--- src/rtl/serializer_valrdy_if.sv ---
// ============================================================================
// Module   : serializer_valrdy_if
// Brief    : val/rdy receive + send bundle for serializer_valrdy.
//            send_last is present only when SERIALIZER_LAST_EN is defined.
// Revision : 1.0
// ============================================================================
`default_nettype none

interface serializer_valrdy_if #(
    parameter int BITWIDTH = 32,
    parameter int N_LANES  = 1
);
    logic [BITWIDTH-1:0] recv_msg;
    logic                recv_val;
    logic                recv_rdy;
    logic                msb_first;
    logic [N_LANES-1:0]  send_msg;
    logic                send_val;
    logic                send_rdy;
`ifdef SERIALIZER_LAST_EN
    logic                send_last;

    // master = the serializer itself, slave = producer/consumer environment
    modport master (
        input  recv_msg, recv_val, msb_first, send_rdy,
        output recv_rdy, send_msg, send_val, send_last
    );
    modport slave (
        output recv_msg, recv_val, msb_first, send_rdy,
        input  recv_rdy, send_msg, send_val, send_last
    );
`else
    modport master (
        input  recv_msg, recv_val, msb_first, send_rdy,
        output recv_rdy, send_msg, send_val
    );
    modport slave (
        output recv_msg, recv_val, msb_first, send_rdy,
        input  recv_rdy, send_msg, send_val
    );
`endif
endinterface

`default_nettype wire

--- src/rtl/serializer_valrdy.sv ---
// ============================================================================
// Module   : serializer_valrdy
// Brief    : Word-to-beat val/rdy serializer, MSB- or LSB-first per word,
//            zero-bubble reload. Optional send_last via SERIALIZER_LAST_EN.
// Revision : 1.0
// ============================================================================
`default_nettype none

module serializer_valrdy #(
    parameter int BITWIDTH = 32,
    parameter int N_LANES  = 1
) (
    input  logic                 clk,
    input  logic                 reset,
    serializer_valrdy_if.master  bus
);
    localparam int BEATS = BITWIDTH / N_LANES;
    localparam int CW    = $clog2(BEATS + 1);

    localparam logic [0:0] IDLE = 1'b0;
    localparam logic [0:0] BUSY = 1'b1;

    logic [0:0]          state_q,  state_d;
    logic [BITWIDTH-1:0] regval_q, regval_d;
    logic                dir_q,    dir_d;
    logic [CW-1:0]       count_q,  count_d;

    logic [BITWIDTH-1:0] w_shl;
    logic [BITWIDTH-1:0] w_shr;
    logic                w_busy;
    logic                w_last_beat;
    logic                w_recv_fire;
    logic                w_send_fire;

    assign w_busy      = (state_q == BUSY);
    assign w_last_beat = w_busy && (count_q == CW'(1));

    // Ready looks through send_rdy so a new word can load on the last beat.
    assign bus.recv_rdy = ~reset & (~w_busy | (w_last_beat & bus.send_rdy));
    assign w_recv_fire  = bus.recv_val & bus.recv_rdy;
    assign w_send_fire  = w_busy & bus.send_rdy;

    assign bus.send_val = w_busy;
    assign bus.send_msg = dir_q ? regval_q[BITWIDTH-1 -: N_LANES]
                                : regval_q[N_LANES-1:0];
`ifdef SERIALIZER_LAST_EN
    assign bus.send_last = w_last_beat;
`endif

    generate
        if (BEATS > 1) begin : g_shift
            assign w_shl = {regval_q[BITWIDTH-N_LANES-1:0], {N_LANES{1'b0}}};
            assign w_shr = {{N_LANES{1'b0}}, regval_q[BITWIDTH-1:N_LANES]};
        end else begin : g_noshift
            // Single-beat words never shift; the register is always reloaded.
            assign w_shl = '0;
            assign w_shr = '0;
        end
    endgenerate

    always_comb begin
        state_d  = state_q;
        regval_d = regval_q;
        dir_d    = dir_q;
        count_d  = count_q;
        if (w_recv_fire) begin
            state_d  = BUSY;
            regval_d = bus.recv_msg;
            dir_d    = bus.msb_first;
            count_d  = CW'(BEATS);
        end else if (w_send_fire) begin
            if (count_q > CW'(1)) begin
                regval_d = dir_q ? w_shl : w_shr;
                count_d  = count_q - CW'(1);
            end else begin
                state_d = IDLE;
                count_d = '0;
            end
        end
    end

    always_ff @(posedge clk) begin
        if (reset) begin
            state_q  <= IDLE;
            regval_q <= '0;
            dir_q    <= 1'b1;
            count_q  <= '0;
        end else begin
            state_q  <= state_d;
            regval_q <= regval_d;
            dir_q    <= dir_d;
            count_q  <= count_d;
        end
    end
endmodule

`default_nettype wire

--- src/flat_wrapper.sv ---
// flat-port wrapper written by rule: the top's interface ports become plain ports
module serializer_valrdy_flat 
#(
    parameter int BITWIDTH = 32,
    parameter int N_LANES  = 1
)
  (clk, reset, bus_recv_msg, bus_recv_val, bus_msb_first, bus_send_rdy, bus_recv_rdy, bus_send_msg, bus_send_val);
  serializer_valrdy_if #(.BITWIDTH(BITWIDTH), .N_LANES(N_LANES)) bus_i ();
  input  logic clk;
  input  logic reset;
  input wire logic [$bits(bus_i.recv_msg)-1:0] bus_recv_msg;
  input wire logic [$bits(bus_i.recv_val)-1:0] bus_recv_val;
  input wire logic [$bits(bus_i.msb_first)-1:0] bus_msb_first;
  input wire logic [$bits(bus_i.send_rdy)-1:0] bus_send_rdy;
  output wire logic [$bits(bus_i.recv_rdy)-1:0] bus_recv_rdy;
  output wire logic [$bits(bus_i.send_msg)-1:0] bus_send_msg;
  output wire logic [$bits(bus_i.send_val)-1:0] bus_send_val;
  assign bus_i.recv_msg = bus_recv_msg;
  assign bus_i.recv_val = bus_recv_val;
  assign bus_i.msb_first = bus_msb_first;
  assign bus_i.send_rdy = bus_send_rdy;
  assign bus_recv_rdy = bus_i.recv_rdy;
  assign bus_send_msg = bus_i.send_msg;
  assign bus_send_val = bus_i.send_val;
  serializer_valrdy #(.BITWIDTH(BITWIDTH), .N_LANES(N_LANES)) u_core (.clk(clk), .reset(reset), .bus(bus_i));
endmodule
--- config.mk ---
export PLATFORM = sky130hd
export DESIGN_NAME = serializer_valrdy_flat
export DESIGN_NICKNAME = d
export VERILOG_FILES = /design/src/rtl/serializer_valrdy_if.sv /design/src/rtl/serializer_valrdy.sv /design/src/flat_wrapper.sv
export SDC_FILE = /design/constraint.sdc
export NUM_CORES = 1
export LEC_CHECK = 0
export ABC_AREA = 1
export CAP_MARGIN = 20
export CORE_MARGIN = 2
export CORE_UTILIZATION = 48
export DETAILED_ROUTE_END_ITERATION = 16
export GPL_TIMING_DRIVEN = 1
export PLACE_DENSITY = 0.82
export SLEW_MARGIN = 20
export SYNTH_ARGS = -nofsm -noshare
export SYNTH_HDL_FRONTEND = slang
export SYNTH_SLANG_ARGS = --single-unit
--- constraint.sdc ---
create_clock -name clk -period 1.5 [get_ports clk]
set_input_delay 0.3 -clock clk [delete_from_list [all_inputs] [get_ports clk]]
set_output_delay 0.3 -clock clk [all_outputs]
set_load 0.1 [all_outputs]
# Yosys cells after proc, flatten, opt, wreduce, memory -nomap -nowiden
# Cells that the tools add are included.
[op_classes]
n_eq_ne = 2
n_mux = 11
n_bitwise = 7
n_lt_le_gt_ge = 1
add_sub_neg = 1
reduce_logical = 6
[ops]
columns = ["cell", "count"]
rows = [
  ["$mux 32", 4],
  ["$mux 6", 3],
  ["$eq 6x1->1 const B", 1],
  ["$gt 6x1->1 const B", 1],
  ["$sub 6x1->6 const B", 1],
  ["$and 1x1->1", 4],
  ["$mux 1", 4],
  ["$reduce_and 2->1", 2],
  ["$reduce_bool 2->1", 2],
  ["$ne 2x1->1 const B", 1],
  ["$not 1->1", 2],
  ["$reduce_or 2->1", 1],
  ["$logic_and 1x1->1", 1],
  ["$or 1x1->1", 1],
]
[totals]
out_inout_bits = 3
register_bits = 40
wordCells = 33

# Logic depth before layout (Yosys ltp)
# Gate-level depths: netlist of run 1.
[logic_depth]
depth_word = 8
depth_mapped = 13
ltp_nobuf = 12

# Worst setup path before layout of run 1
# No wires, ideal clock.
[synth_path]
kind = "register -> register"
start = "register u_core.state_q (netlist: u_core.bus.send_val)"
end = "register u_core.regval_q[31]"
setup_ns = 0.056
n_path_buf = 0
path_stages_with_launch = 6
path_slack_ns = -1.311
required_ns = 1.444
arrival_time_ns = 2.754
path_cell_list = "dfxtp_1 -> a21oi_1 -> nand3_1 -> nand3_1 -> nand2_1 -> inv_1"
[synth_via]
elab_chain_len = 7
elab_cells_between_ends = 11
cone_classes = "mux (1); bitwise (6); reduce/logical (4)"
[synth_lines]
columns = ["item", "line_no", "text"]
rows = [
  ["start, declared", "serializer_valrdy.sv:23", "logic [0:0] state_q, state_d;"],
  ["start signal, assigned", "serializer_valrdy.sv:89", "state_q <= state_d;"],
  ["$logic_and 1x1->1", "serializer_valrdy.sv:36", "assign w_last_beat = w_busy && (count_q == CW'(1));"],
  ["$and 1x1->1", "serializer_valrdy.sv:39", "assign bus.recv_rdy = ~reset & (~w_busy | (w_last_beat & bus.send_rdy));"],
  ["$or 1x1->1 (*)", "serializer_valrdy.sv:39", ""],
  ["$and 1x1->1 (*)", "serializer_valrdy.sv:39", ""],
  ["via bus_recv_rdy", "flat_wrapper.sv:15", "output wire logic [$bits(bus_i.recv_rdy)-1:0] bus_recv_rdy;"],
  ["$and 1x1->1 (*)", "serializer_valrdy.sv:40", "assign w_recv_fire = bus.recv_val & bus.recv_rdy;"],
  ["$reduce_bool 2->1 (no line)", "--", ""],
  ["$reduce_and 2->1 (no line)", "--", ""],
  ["end signal, assigned", "serializer_valrdy.sv:90", "regval_q <= regval_d;"],
  ["end, declared", "serializer_valrdy.sv:24", "logic [BITWIDTH-1:0] regval_q, regval_d;"],
]
# The timed path passes the listed nets; every way through them passes the cells marked *.
# A chain may end at the register's enable or synchronous reset.

# Worst setup path in the final report of run 1
[layout_path]
start = "register u_core.count_q[1]"
end = "register u_core.regval_q[22]"
[layout_via]
elab_chain_len = 8
elab_cells_between_ends = 11
cone_classes = "order compare (1); eq/ne (1); mux (1); bitwise (4); reduce/logical (4)"
[layout_lines]
columns = ["item", "line_no", "text"]
rows = [
  ["start, declared", "serializer_valrdy.sv:26", "logic [CW-1:0] count_q, count_d;"],
  ["start signal, assigned", "serializer_valrdy.sv:92", "count_q <= count_d;"],
  ["$eq 6x1->1", "serializer_valrdy.sv:36", ""],
  ["$logic_and 1x1->1", "serializer_valrdy.sv:36", ""],
  ["$and 1x1->1", "serializer_valrdy.sv:39", ""],
  ["$or 1x1->1", "serializer_valrdy.sv:39", ""],
  ["$and 1x1->1", "serializer_valrdy.sv:39", ""],
  ["$and 1x1->1", "serializer_valrdy.sv:40", ""],
  ["$reduce_bool 2->1 (no line)", "--", ""],
  ["$reduce_and 2->1 (no line)", "--", ""],
]
# Several ways; a longest one is shown, not always the timed one.

==> flow_summary.ini, run 1 <==
[floorplanning]
dieWidth_um = 74.2
core-area_mm2 = 0.00472
fp.dieArea_mm2 = 0.00550
initial_core_util = 0.501
pin_count = 40
row_count = 25
die_h_um = 74.2

[worst_setup_path]
ff2ff_path_depth = 14
crit_end = u_core.regval_q[22]$_SDFFE_PP0P_
critical_path_required_ps = 1680
worstPathMaxFanout = 8
cp.depth = 14
critPathBufInv = 5
worstSetupStartpoint = u_core.count_q[1]$_SDFFE_PP0P_
start_kind = flip-flop
crit_slowest_cell = dfxtp_2
path_common_cell = nand2_2
critPathKind = flip-flop to flip-flop
ff2ff_setup_slack_ps = -420
worstPathCellList = inv_4, ha_4, nand2_2, inv_2, nand3_4, nand2_2, nand3_4, buf_12, clkinv_8, buf_12, nand2_2, nand2_2, nor2_2, nor2_1
cpLargestDelayFamily = simple AND/OR/NAND/NOR gates
r2r_end = u_core.regval_q[22]$_SDFFE_PP0P_
endpoint_kind = flip-flop
slowest_delay_ps = 340
cp_data_arrival_time_ps = 2110
reg2reg_from = u_core.count_q[1]$_SDFFE_PP0P_

[cts]
tritoncts = built
clockBufferDepth = 2
hold_buffers = 0
clock_latency_ps = 300
clk_pin_slew_ps = 90
root_buffer = clkbuf_8
h-tree-depth = 2
cts_made_buffers = 5
cts_sinks = 40

[min_path]
hp-start = u_core.regval_q[14]$_SDFFE_PP0P_
hp-class = flip-flop to flip-flop

[logic_synthesis]
ys_types = 24
syn_nets = 389
ys.flop_type = dfxtp_1
syn_inst = 350
synth-seq-cells = 40
yosysSeqAreaShare = 0.339
synth_edf_count = 0
avgSynthCellArea_um2 = 6.76
yosysWarnings = 0
syn_area_mm2 = 0.00236
async_reset_ff_frac = 0

[power]
leakage_nw = 1.78
ir_worst_vdd_mv = 0.529
p_per_area_mw_per_mm2 = 938

[timing]
rsz0062_at_grt = yes
fin_skew_ps = 15.7
period_share = 1.28
min_period_ps = 1920
fmax_ghz = 0.520
worst_pin_slew_ps = 410
fin_ws_ps = -424
finalHoldViolations = 0
relSlewSlack = 0.726
drv_slew = 0
setup_violations = 40

[global_routing]
grt.total_usage = 0.236
first_global_vias = 2245
gr-total-overflow = 0
antenna_found_initial = 0
grt_pass1_wl_um = 10000
grt_max_degree = 36

[placement]
io_buffers = 39
gp_congestion = 0.819
dp_hpwl_um = 3730
place_ws_ps = -387
dp_cells = 454

[layout]
synthToLayoutAreaGrowth_pct = 63.9
layout.cells.non_filler = 481
final_common_cell = nand2_1
nets = 452
final_layout_size_suffix_gt1_frac = 0.437
diodes = 0
most-common-layout-cells = nand2_1 (59), nor2_1 (52), clkdlybuf4s50_1 (36), dfxtp_1 (36), nand2_2 (31)
nFillCells = 222

[route]
drt_wl_total_um = 9240
drt-vias-per-instance = 5.84
firstDrtPassIters = 7
drt_iter0_drc = 308
drt_drc_violations_left = 0
ant_nets = 0
wire_per_inst_um = 19.2
vias = 2809

[status]
outcome = complete, but fails checks
violations = setup timing

[job]
drv_cap = 0
layer usage:
metal,GRT usage,wire (um)
met3,0.0474,903
met5,0,0
met1,0.287,3390
met4,0.0929,593
met2,0.408,4350
sequential cells by signal, indices dropped and copies added, names as in the netlist:
signal and cells:
u_core.count_q 6, u_core.dir_q 1, u_core.regval_q 32, u_core.bus.send_val 1
metrics by stage:
step	power (mW)	setup TNS [ps]	utilization	hold slack (ps)	cell area, um2
finish	3.64	-8130	0.820	530	3870
global route	3.77	-11020	0.820	560	3870
global placement	2.23	-10750	0.625	507	2950
floorplan	1.96	-205	-	369	2410
CTS	3.17	-4630	0.692	521	3270
detailed placement	2.26	-12000	0.625	521	2950
worst min-delay path: stages, from the launching register on:
cell     delay (ps)
dfxtp_1         350
o21ai_1          80
nor2_1           70
synthesized netlist by cell type, types with 3 or more instances:
| cell type | n | area share |
|---|---|---|
| buf_6 | 4 | 0.019 |
| inv_2 | 3 | 0.0048 |
| inv_1 | 15 | 0.024 |
| nor2_1 | 72 | 0.11 |
| mux2_2 | 28 | 0.13 |
| dfxtp_1 | 40 | 0.34 |
| buf_4 | 4 | 0.013 |
| buf_2 | 9 | 0.019 |
| nand3_1 | 11 | 0.023 |
| nand2_2 | 3 | 0.0079 |
| o21ai_0 | 25 | 0.053 |
| or2_2 | 3 | 0.0079 |
| nand2_1 | 107 | 0.17 |
| clkbuf_1 | 3 | 0.0048 |
| o21ai_1 | 10 | 0.021 |
repair_timing:
action                     CTS  global route
resized for setup           37           130
pin swaps                    7            38
setup endpoints to repair   36            41
cloned                       3             5
buffers inserted             4             7
power breakdown:
group	internal (mW)	total [mW]	switching, mW	leakage (nW)
clock	0.375	0.785	0.410	0.0445
combinational	0.721	1.54	0.819	1.41
sequential	1.19	1.31	0.122	0.330
total	2.28	3.64	1.35	1.78
cell families after synthesis:
group / Yosys count / share of synthesized area
and+or+nand+nor: 200 / 0.340
buffers and inverters: 38 / 0.0841
DFF: 40 / 0.339
AOI/OAI and AO/OA: 42 / 0.0931
muxes: 28 / 0.133
adders and majority gates: 2 / 0.0106
how the worst min path moves through the flow:
| stage | to | depth (start not counted) |
|---|---|---|
| after global placement | u_core.count_q[5]$_SDFFE_PP0P_ | 2 |
| after CTS | u_core.regval_q[30]$_SDFFE_PP0P_ | 2 |
| after floorplan | u_core.count_q[5]$_SDFFE_PP0P_ | 1 |
| after detailed placement | u_core.regval_q[11]$_SDFFE_PP0P_ | 2 |
| final | u_core.regval_q[14]$_SDFFE_PP0P_ | 2 |
| after global routing | u_core.regval_q[17]$_SDFFE_PP0P_ | 2 |
area by class of cell:
class	count	area [um2]	area share
flip-flops and latches	40	811	0.209
clock buffers	7	86.3	0.0223
repair inverters	1	11.3	0.00291
repair buffers	75	962	0.248
multi-input cells	272	1800	0.466
clock inverters	1	7.51	0.00194
inverters	18	109	0.0281
well taps	67	83.8	0.0216
Power figures use the tool's default switching activity.
==> inputs of run 2 (changes only) <==
--- a/config.mk
+++ b/config.mk
@@ -6,6 +6,7 @@
 export NUM_CORES = 1
 export LEC_CHECK = 0
 export ABC_AREA = 1
+export ABC_CLOCK_PERIOD_IN_PS = 1500
 export CAP_MARGIN = 20
 export CORE_MARGIN = 2
 export CORE_UTILIZATION = 48
==> results of run 2 <==
The final DEF is identical to that of run 1; final timing and power are the same.
